**config.mk**
```make
export PLATFORM = sky130hd
export DESIGN_NAME = seq_match_ctrl
export DESIGN_NICKNAME = d
export VERILOG_FILES = /design/src/rtl/seq_match_ctrl.sv
export SDC_FILE = /design/constraint.sdc
export NUM_CORES = 1
export LEC_CHECK = 0
export BUFFER_PORTS_ARGS = -buffer_cell sky130_fd_sc_hd__buf_2
export CAP_MARGIN = 5
export CORE_MARGIN = 2
export CORE_UTILIZATION = 30
export CTS_CLUSTER_DIAMETER = 150
export DETAILED_ROUTE_END_ITERATION = 10
export GPL_TIMING_DRIVEN = 0
export PLACE_DENSITY = 0.58
export SYNTH_ARGS = -nofsm -noshare
export SYNTH_HDL_FRONTEND = slang
export SYNTH_SLANG_ARGS = --single-unit
```
**constraint.sdc**
```tcl
create_clock -name clk -period 6 [get_ports clk]
set_clock_uncertainty 0.15 [all_clocks]
set_input_delay 1.2 -clock clk [delete_from_list [all_inputs] [get_ports clk]]
set_output_delay 1.2 -clock clk [all_outputs]
set_load 0.01 [all_outputs]
```
**src/rtl/seq_match_ctrl.sv**
```systemverilog
// Run controller for the serial pattern detector: latches config, arms on start, counts matches, ends on target/timeout/abort.
// All outputs registered (match/done one cycle after the deciding bit); define SEQ_OVERLAP_EN to count overlapping matches.
module seq_match_ctrl #(
  parameter int  PAT_W = 8,
  parameter int  CNT_W = 8,
  parameter int  TMO_W = 16,
  localparam int LEN_W = $clog2(PAT_W + 1)
) (
  input  logic             clk,
  input  logic             rst,
  input  logic             cfg_we,
  input  logic [PAT_W-1:0] cfg_pat,
  input  logic [LEN_W-1:0] cfg_len,
  input  logic [CNT_W-1:0] cfg_target,
  input  logic [TMO_W-1:0] cfg_tmo,
  input  logic             start,
  input  logic             abort,
  input  logic             in_valid,
  input  logic             in_bit,
  output logic             busy,
  output logic             match,
  output logic [CNT_W-1:0] match_cnt,
  output logic             done,
  output logic             timeout,
  output logic             cfg_err
);

  typedef enum logic [1:0] {
    S_IDLE = 2'd0,
    S_FILL = 2'd1,
    S_RUN  = 2'd2,
    S_DONE = 2'd3
  } state_e;

  state_e           state_q, state_d;
  logic [PAT_W-1:0] cfg_pat_q, cfg_pat_d;
  logic [LEN_W-1:0] cfg_len_q, cfg_len_d;
  logic [CNT_W-1:0] cfg_target_q, cfg_target_d;
  logic [TMO_W-1:0] cfg_tmo_q, cfg_tmo_d;
  logic [PAT_W-2:0] sr_q, sr_d;
  logic [LEN_W-1:0] fill_cnt_q, fill_cnt_d;
  logic [CNT_W-1:0] match_cnt_q, match_cnt_d;
  logic [TMO_W-1:0] tmo_cnt_q, tmo_cnt_d;
  logic             busy_q, busy_d;
  logic             match_q, match_d;
  logic             done_q, done_d;
  logic             timeout_q, timeout_d;
  logic             cfg_err_q, cfg_err_d;

  logic             active;
  logic             bit_acc;
  logic [PAT_W-1:0] window;
  logic [PAT_W-1:0] len_mask;
  logic             cfg_ok;
  logic [LEN_W-1:0] fill_inc;
  logic             fill_full;
  logic             cmp_en;
  logic             hit;
  logic [CNT_W-1:0] cnt_inc;
  logic             tgt_hit;
  logic [TMO_W-1:0] tmo_inc;
  logic             tmo_hit;

  // The shift register only keeps PAT_W-1 bits of history; the incoming bit completes the window.
  assign active    = (state_q == S_FILL) || (state_q == S_RUN);
  assign bit_acc   = in_valid && active;
  assign window    = {sr_q, in_bit};
  assign cfg_ok    = (cfg_len_q != '0) && (cfg_len_q <= LEN_W'(PAT_W)) && (cfg_target_q != '0);
  assign fill_inc  = fill_cnt_q + LEN_W'(1);
  assign fill_full = (fill_inc == cfg_len_q);
  assign cmp_en    = bit_acc && ((state_q == S_RUN) || fill_full);
  assign hit       = cmp_en && ((window & len_mask) == (cfg_pat_q & len_mask));
  assign cnt_inc   = match_cnt_q + CNT_W'(1);
  assign tgt_hit   = hit && (cnt_inc == cfg_target_q);
  assign tmo_inc   = tmo_cnt_q + TMO_W'(1);
  assign tmo_hit   = (cfg_tmo_q != '0) && (tmo_inc == cfg_tmo_q);

  always_comb begin
    len_mask = '0;
    for (int i = 0; i < PAT_W; i++) begin
      len_mask[i] = (i < int'(cfg_len_q));
    end
  end

  always_comb begin
    state_d      = state_q;
    cfg_pat_d    = cfg_pat_q;
    cfg_len_d    = cfg_len_q;
    cfg_target_d = cfg_target_q;
    cfg_tmo_d    = cfg_tmo_q;
    sr_d         = sr_q;
    fill_cnt_d   = fill_cnt_q;
    match_cnt_d  = match_cnt_q;
    tmo_cnt_d    = tmo_cnt_q;
    match_d      = 1'b0;
    done_d       = 1'b0;
    cfg_err_d    = 1'b0;
    timeout_d    = timeout_q;

    unique case (state_q)
      S_IDLE: begin
        if (cfg_we) begin
          cfg_pat_d    = cfg_pat;
          cfg_len_d    = cfg_len;
          cfg_target_d = cfg_target;
          cfg_tmo_d    = cfg_tmo;
        end
        // start is judged against the config already latched, not a same-cycle write.
        if (start) begin
          if (!cfg_ok) begin
            cfg_err_d = 1'b1;
          end else begin
            state_d     = S_FILL;
            sr_d        = '0;
            fill_cnt_d  = '0;
            match_cnt_d = '0;
            tmo_cnt_d   = '0;
            timeout_d   = 1'b0;
          end
        end
      end

      S_FILL, S_RUN: begin
        if (abort) begin
          state_d = S_IDLE;
        end else begin
          tmo_cnt_d = tmo_inc;
          if (bit_acc) begin
            sr_d = window[PAT_W-2:0];
            if (state_q == S_FILL) begin
              if (fill_full) state_d = S_RUN;
              else           fill_cnt_d = fill_inc;
            end
          end
          if (hit) begin
            match_d     = 1'b1;
            match_cnt_d = cnt_inc;
`ifdef SEQ_OVERLAP_EN
            state_d     = S_RUN;
`else
            state_d     = S_FILL;
            fill_cnt_d  = '0;
            sr_d        = '0;
`endif
          end
          // Reaching the target wins over a coincident timeout.
          if (tgt_hit) begin
            state_d = S_DONE;
            done_d  = 1'b1;
          end else if (tmo_hit) begin
            state_d   = S_DONE;
            done_d    = 1'b1;
            timeout_d = 1'b1;
          end
        end
      end

      S_DONE: begin
        state_d = S_IDLE;
      end

      default: begin
        state_d = S_IDLE;
      end
    endcase

    busy_d = (state_d == S_FILL) || (state_d == S_RUN);
  end

  always_ff @(posedge clk) begin
    if (!rst) begin
      state_q      <= S_IDLE;
      cfg_pat_q    <= '0;
      cfg_len_q    <= '0;
      cfg_target_q <= '0;
      cfg_tmo_q    <= '0;
      sr_q         <= '0;
      fill_cnt_q   <= '0;
      match_cnt_q  <= '0;
      tmo_cnt_q    <= '0;
      busy_q       <= 1'b0;
      match_q      <= 1'b0;
      done_q       <= 1'b0;
      timeout_q    <= 1'b0;
      cfg_err_q    <= 1'b0;
    end else begin
      state_q      <= state_d;
      cfg_pat_q    <= cfg_pat_d;
      cfg_len_q    <= cfg_len_d;
      cfg_target_q <= cfg_target_d;
      cfg_tmo_q    <= cfg_tmo_d;
      sr_q         <= sr_d;
      fill_cnt_q   <= fill_cnt_d;
      match_cnt_q  <= match_cnt_d;
      tmo_cnt_q    <= tmo_cnt_d;
      busy_q       <= busy_d;
      match_q      <= match_d;
      done_q       <= done_d;
      timeout_q    <= timeout_d;
      cfg_err_q    <= cfg_err_d;
    end
  end

  assign busy      = busy_q;
  assign match     = match_q;
  assign match_cnt = match_cnt_q;
  assign done      = done_q;
  assign timeout   = timeout_q;
  assign cfg_err   = cfg_err_q;

  // A running count can never have reached its target, and a finished run is never busy.
  a_cnt_below_target: assert property (@(posedge clk) disable iff (!rst)
    busy_q |-> (match_cnt_q < cfg_target_q));
  a_done_not_busy: assert property (@(posedge clk) disable iff (!rst)
    !(done_q && busy_q));

endmodule

```
==> metrics, run 1 <==
CTS tree=built; measured slew at the worst slew-check pin=0.6699 ns; Worst-Skew Late Latency=0.34 ns; leakage=1.883 nW; initial DRC count=294; PostCTS Resize Cnt=0; EDFF count, synth=0; CTS max path bufs=2; synthesized instance count=532; Die Wd=123.9 um; Design Area, Final=5079 um2; Root Buffer Master=clkbuf_16; Post-route DRC=0; worst-path fanout max=9; MaxCap Viol Count=0; Mean Syn Cell Area=8.109 um2; largest net degree at the start of global routing=12; fin util=0.3631; Max Slew Vio Count=0; vias in the first global route=3,735; Port Buffer Count=54; non-filler cells, final=781; Area Growth Syn to Fin=17.72%; crit path cell chain=ha_1, nand3_2, nor3_1, a31oi_1, a2111oi_0, and4_4, nor3b_1, o21ai_0, o31ai_1; reg2reg start=tmo_cnt_q[0]; Worst Setup SP=tmo_cnt_q[0]; Final ANT Viol Nets=0; Final TNS setup=0 ns; GRT Resource Usage Total=0.1558; FP Rows=43; CTS buffer count=9; post-synth cell types=64; Fill cells=1,498; Worst-path clk slew=0.06 ns; ant diodes=0; Worst Hold Class=register to register; # clock sinks=78; fin nets=647; Post-CTS Setup Inserts=0; full die area=15,360 um2; most frequent cells in the layout=nand2_1 (99), dfxtp_1 (78), buf_2 (60); I/O pins=56; CP Class=register to register; # setup viols final=0; commonest non-fill, non-tap cell in the layout=nand2_1; Peak supply drop=0.0001528 V; CP max stage delay=0.47 ns; crit path time final=2.891 ns; Mapped Nets=582; Final Hold Violating Endpoints=0; DR pass1 iterations=5; number of synthesized register bits=78; fin crit share=0.4818; Async SR Flop Fraction=0; Primary FF master, synth=dfxtp_1; Routed wire per std cell=14.67 um; Inst Count DP=766; Rel. slew slack=0.5493; first-pass GRT wire length=18,330 um; Hold Path Origin=cfg_pat_q[7]; Seq/Total Area, Yosys=0.3619; Setup crit start kind=register; status=complete, no violations; via count of the routed design=3,940; crit path DAT=2.96 ns; Worst setup EP type=register; Placed Instance Area=4810 um2; half-perimeter wire length after placement=8521 um; Via density=5.045; Fmax=345.9 MHz; Warnings, synthesis=0; share of post-route cells with drive strength above 1=0.1597; Initial Util=0.3084; Power Dens Cells=260.9 nW/um2; initial antenna violation count=0; Die Ht=123.9 um; RePlAce Congestion=0.9523; Synth Cell Area=4314 um2; routed wire length=11,460 um; critical path data required time=6.07 ns; grt ovf=0; H-tree levels=3; core box area=13,990 um2; unrepaired setup endpoints after global routing=false; Slowest-stage cell, CP=a2111oi_0; cts hold-fix bufs=0
through the flow:
stage	power, mW	worst slack [ns]	hold slack [ns]
CTS	1.342	3.144	0.3203
detailed placement	0.8307	2.833	0.3130
floorplan	0.7571	3.207	0.2981
global route	1.391	2.869	0.3514
global placement	0.8259	2.859	0.3064
finish	1.325	3.109	0.3200
area by class of cell:
cell class,count,area [um2],area share
multi-input cells,416,2576,0.5073
flip-flops and latches,78,1562,0.3075
repair buffers,54,270.3,0.05322
clock buffers,14,264.0,0.05198
well taps,180,225.2,0.04435
plain buffers,29,142.6,0.02809
inverters,9,33.78,0.006652
clock inverters,1,5.005,0.0009855
per-layer routing:
layer	GRT usage	routed length [um]	up-vias
met3	0.04121	545	14
met4	0.04705	133	0
li1	-	-	1993
met5	0	0	-
met1	0.1977	5381	1847
met2	0.2593	5396	86
power by group:
part	internal [mW]	total (mW)	switching [mW]
clock network	0.300	0.504	0.204
registers	0.543	0.569	0.0253
logic	0.0986	0.253	0.154
total	0.942	1.33	0.383
synthesized netlist by cell type (6+ instances only):
master | number | share of area
a21oi_1 | 47 | 0.055
a22oi_1 | 7 | 0.012
buf_2 | 6 | 0.0070
clkbuf_1 | 19 | 0.017
dfxtp_1 | 78 | 0.36
ha_1 | 7 | 0.020
inv_1 | 8 | 0.0070
nand2_1 | 99 | 0.086
nand3_1 | 14 | 0.016
nand4_1 | 10 | 0.015
nor2_1 | 41 | 0.036
nor3_1 | 18 | 0.021
nor4_1 | 13 | 0.019
o21a_1 | 6 | 0.010
o21ai_0 | 11 | 0.013
xnor2_1 | 39 | 0.079
xor2_1 | 20 | 0.041
worst paths after layout:
kind                   to  slack (ns)  depth (start not counted)
max                  busy        3.11                          9
min reg2reg  cfg_pat_q[7]        0.32                          2
min          cfg_pat_q[7]        0.32                          2
max reg2reg          busy        3.11                          9
flip-flops by register name, indices dropped and copies added, names as in the netlist:
name / flops
match: 1
busy: 1
cfg_len_q: 4
state_q: 2
cfg_target_q: 8
cfg_err: 1
fill_cnt_q: 4
sr_q: 7
cfg_pat_q: 8
cfg_tmo_q: 16
timeout: 1
match_cnt: 8
done: 1
tmo_cnt_q: 16
logic make-up (layout without fill, tap and decap cells):
| kind of cell | after synthesis | after routing | synth area share |
|---|---|---|---|
| simple gates | 231 | 231 | 0.2625 |
| compound gates | 115 | 115 | 0.1839 |
| flops | 78 | 78 | 0.3619 |
| xor+xnor | 59 | 59 | 0.1198 |
| buf+inv | 38 | 107 | 0.04089 |
| fa+ha+maj | 7 | 7 | 0.02030 |
| mux | 4 | 4 | 0.01073 |
critical path: cells and delay by family (launching register included):
| family | cells | cell delay [ns] |
|---|---|---|
| AO/OA/AOI/OAI | 4 | 0.91 |
| adder cells (fa/ha/maj) | 1 | 0.29 |
| AND/OR/NAND/NOR | 4 | 0.96 |
| flip-flops | 1 | 0.45 |
Power figures use the tool's default switching activity.
==> run 2: changes to the inputs <==
==> constraint.sdc (replaced) <==
create_clock -name clk -period 2.9 [get_ports clk]
set_clock_uncertainty 0.15 [all_clocks]
set_input_delay 0.58 -clock clk [delete_from_list [all_inputs] [get_ports clk]]
set_output_delay 0.58 -clock clk [all_outputs]
set_load 0.01 [all_outputs]
==> run 2 against run 1 <==
  * First-iteration DRC count fell by 16%
  * Worst hold slack hardly changed
  * Sequential cell count unchanged
  * Combinational power grew 110%
  * Final area rose by 0.30%
  * Global-route usage unchanged
  * Wire length grew 0.24%
  * Critical path type unchanged
  * Critical endpoint unchanged
==> metrics, run 2 (synthesized netlist as in run 1, its figures left out) <==
H-tree levels=3; Worst Hold Class=primary input to register; unrepaired setup endpoints after global routing=false; CTS tree=built; I/O pins=56; crit path time final=2.698 ns; crit path DAT=2.76 ns; core box area=13,990 um2; Via density=5.026; Fmax=370.7 MHz; leakage=1.880 nW; vias in the first global route=3,735; CTS buffer count=9; Post-route DRC=0; MaxCap Viol Count=0; initial DRC count=246; Peak supply drop=0.0003158 V; Area Growth Syn to Fin=18.07%; ant diodes=0; Fill cells=1,491; measured slew at the worst slew-check pin=0.6704 ns; crit path cell chain=clkbuf_1, nand4_1, or3_1, o311a_1, a211oi_1, and4_4, nor3b_1, o21ai_0, o31ai_1; Setup crit start kind=register; CTS max path bufs=2; initial antenna violation count=0; pre-CTS setup slack=0.08154 ns; reg2reg path depth=9; Inst Count DP=766; Initial Util=0.3084; Pwr Total=2.748 mW; end point of the critical path=busy; via count of the routed design=3,920; Post-CTS Setup Inserts=0; full die area=15,360 um2; # setup viols final=0; Worst-path clk slew=0.06 ns; # clock sinks=78; half-perimeter wire length after placement=8521 um; Port Buffer Count=54; grt ovf=0; Crit path depth=9; DR pass1 iterations=5; Root Buffer Master=clkbuf_16; largest net degree at the start of global routing=12; share of post-route cells with drive strength above 1=0.1633; family with the most delay on the worst path=simple AND/OR/NAND/NOR gates; fin nets=646; register area=1563 um2; CP Class=register to register; multi-input logic area=2594 um2; most frequent cells in the layout=nand2_1 (99), dfxtp_1 (77), buf_2 (60); min setup slack post-route=0.2021 ns; r2r endpoint=busy; Final TNS setup=0 ns; Die Wd=123.9 um; Final ANT Viol Nets=0; routed wire length=11,480 um; GRT Resource Usage Total=0.1558; reg2reg start=tmo_cnt_q[7]; first-pass GRT wire length=18,330 um; worst reg2reg setup slack=0.20 ns; Largest regs=cfg_tmo_q (16), tmo_cnt_q (16); Rel. slew slack=0.5489; Routed wire per std cell=14.72 um; Worst-Skew Late Latency=0.34 ns; Worst Setup SP=tmo_cnt_q[7]; Max Slew Vio Count=0; CP Buf/Inv Count=1; Worst setup EP type=register; CP max stage delay=0.39 ns; Slowest-stage cell, CP=or3_1; commonest non-fill, non-tap cell in the layout=nand2_1; FP Rows=43; non-filler cells, final=780; fin crit share=0.9303; Power Dens Cells=539.4 nW/um2; Final Hold Violating Endpoints=0; status=complete, no violations; RePlAce Congestion=0.9523; critical path data required time=2.97 ns; Die Ht=123.9 um; worst-path fanout max=7
run 2: how the worst min path moves through the flow:
stage / end / depth (start not counted) / from
after floorplan: cfg_pat_q[3] / 2 / cfg_pat_q[3]
after global routing: cfg_pat_q[5] / 3 / cfg_pat[5]
after detailed placement: cfg_pat_q[1] / 2 / cfg_pat_q[1]
after CTS: cfg_len_q[1] / 3 / cfg_len[1]
after global placement: cfg_pat_q[7] / 2 / cfg_pat_q[7]
final: cfg_pat_q[2] / 3 / cfg_pat[2]
run 2: worst min-delay path, stage by stage:
cell and delay [ns]:
buf_2 0.10, nand2_1 0.04, a21oi_1 0.05
run 2: final cells by class:
type / count / area share
buffer: 28 / 0.02727
clock buffer: 14 / 0.05183
clock inverter: 1 / 0.0009826
inverter: 9 / 0.006632
multi-input combinational: 416 / 0.5092
sequential: 78 / 0.3068
tap: 180 / 0.04422
timing repair buffer: 54 / 0.05306
run 2: metal layers:
layer / routed length [um] / vias up / global-route usage / part of all wire
li1: - / 1986 / - / -
met5: 0 / - / 0 / 0
met3: 479 / 11 / 0.04121 / 0.042
met2: 5419 / 80 / 0.2593 / 0.47
met1: 5454 / 1843 / 0.1977 / 0.47
met4: 130 / 0 / 0.04705 / 0.011
run 2: metrics by stage:
step	utilization	hold slack, ns	area [um2]
after floorplan	-	0.2981	4314
after global placement	0.3438	0.3064	4810
after detailed placement	0.3438	0.3130	4810
after CTS	0.3631	0.3128	5079
after global routing	0.3641	0.3215	5094
final	0.3641	0.3196	5094
run 2: where the power goes:
part | internal, mW | switching [mW] | leakage (nW)
Sequential | 1.13 | 0.0524 | 0.636
Combinational | 0.206 | 0.321 | 1.11
Clock | 0.621 | 0.423 | 0.133
run 2: what timing repair did:
action                                  4_1_cts  5_1_grt
gates resized for setup                       0        5
hold buffers                                  0        0
endpoints found under the setup margin        0        3
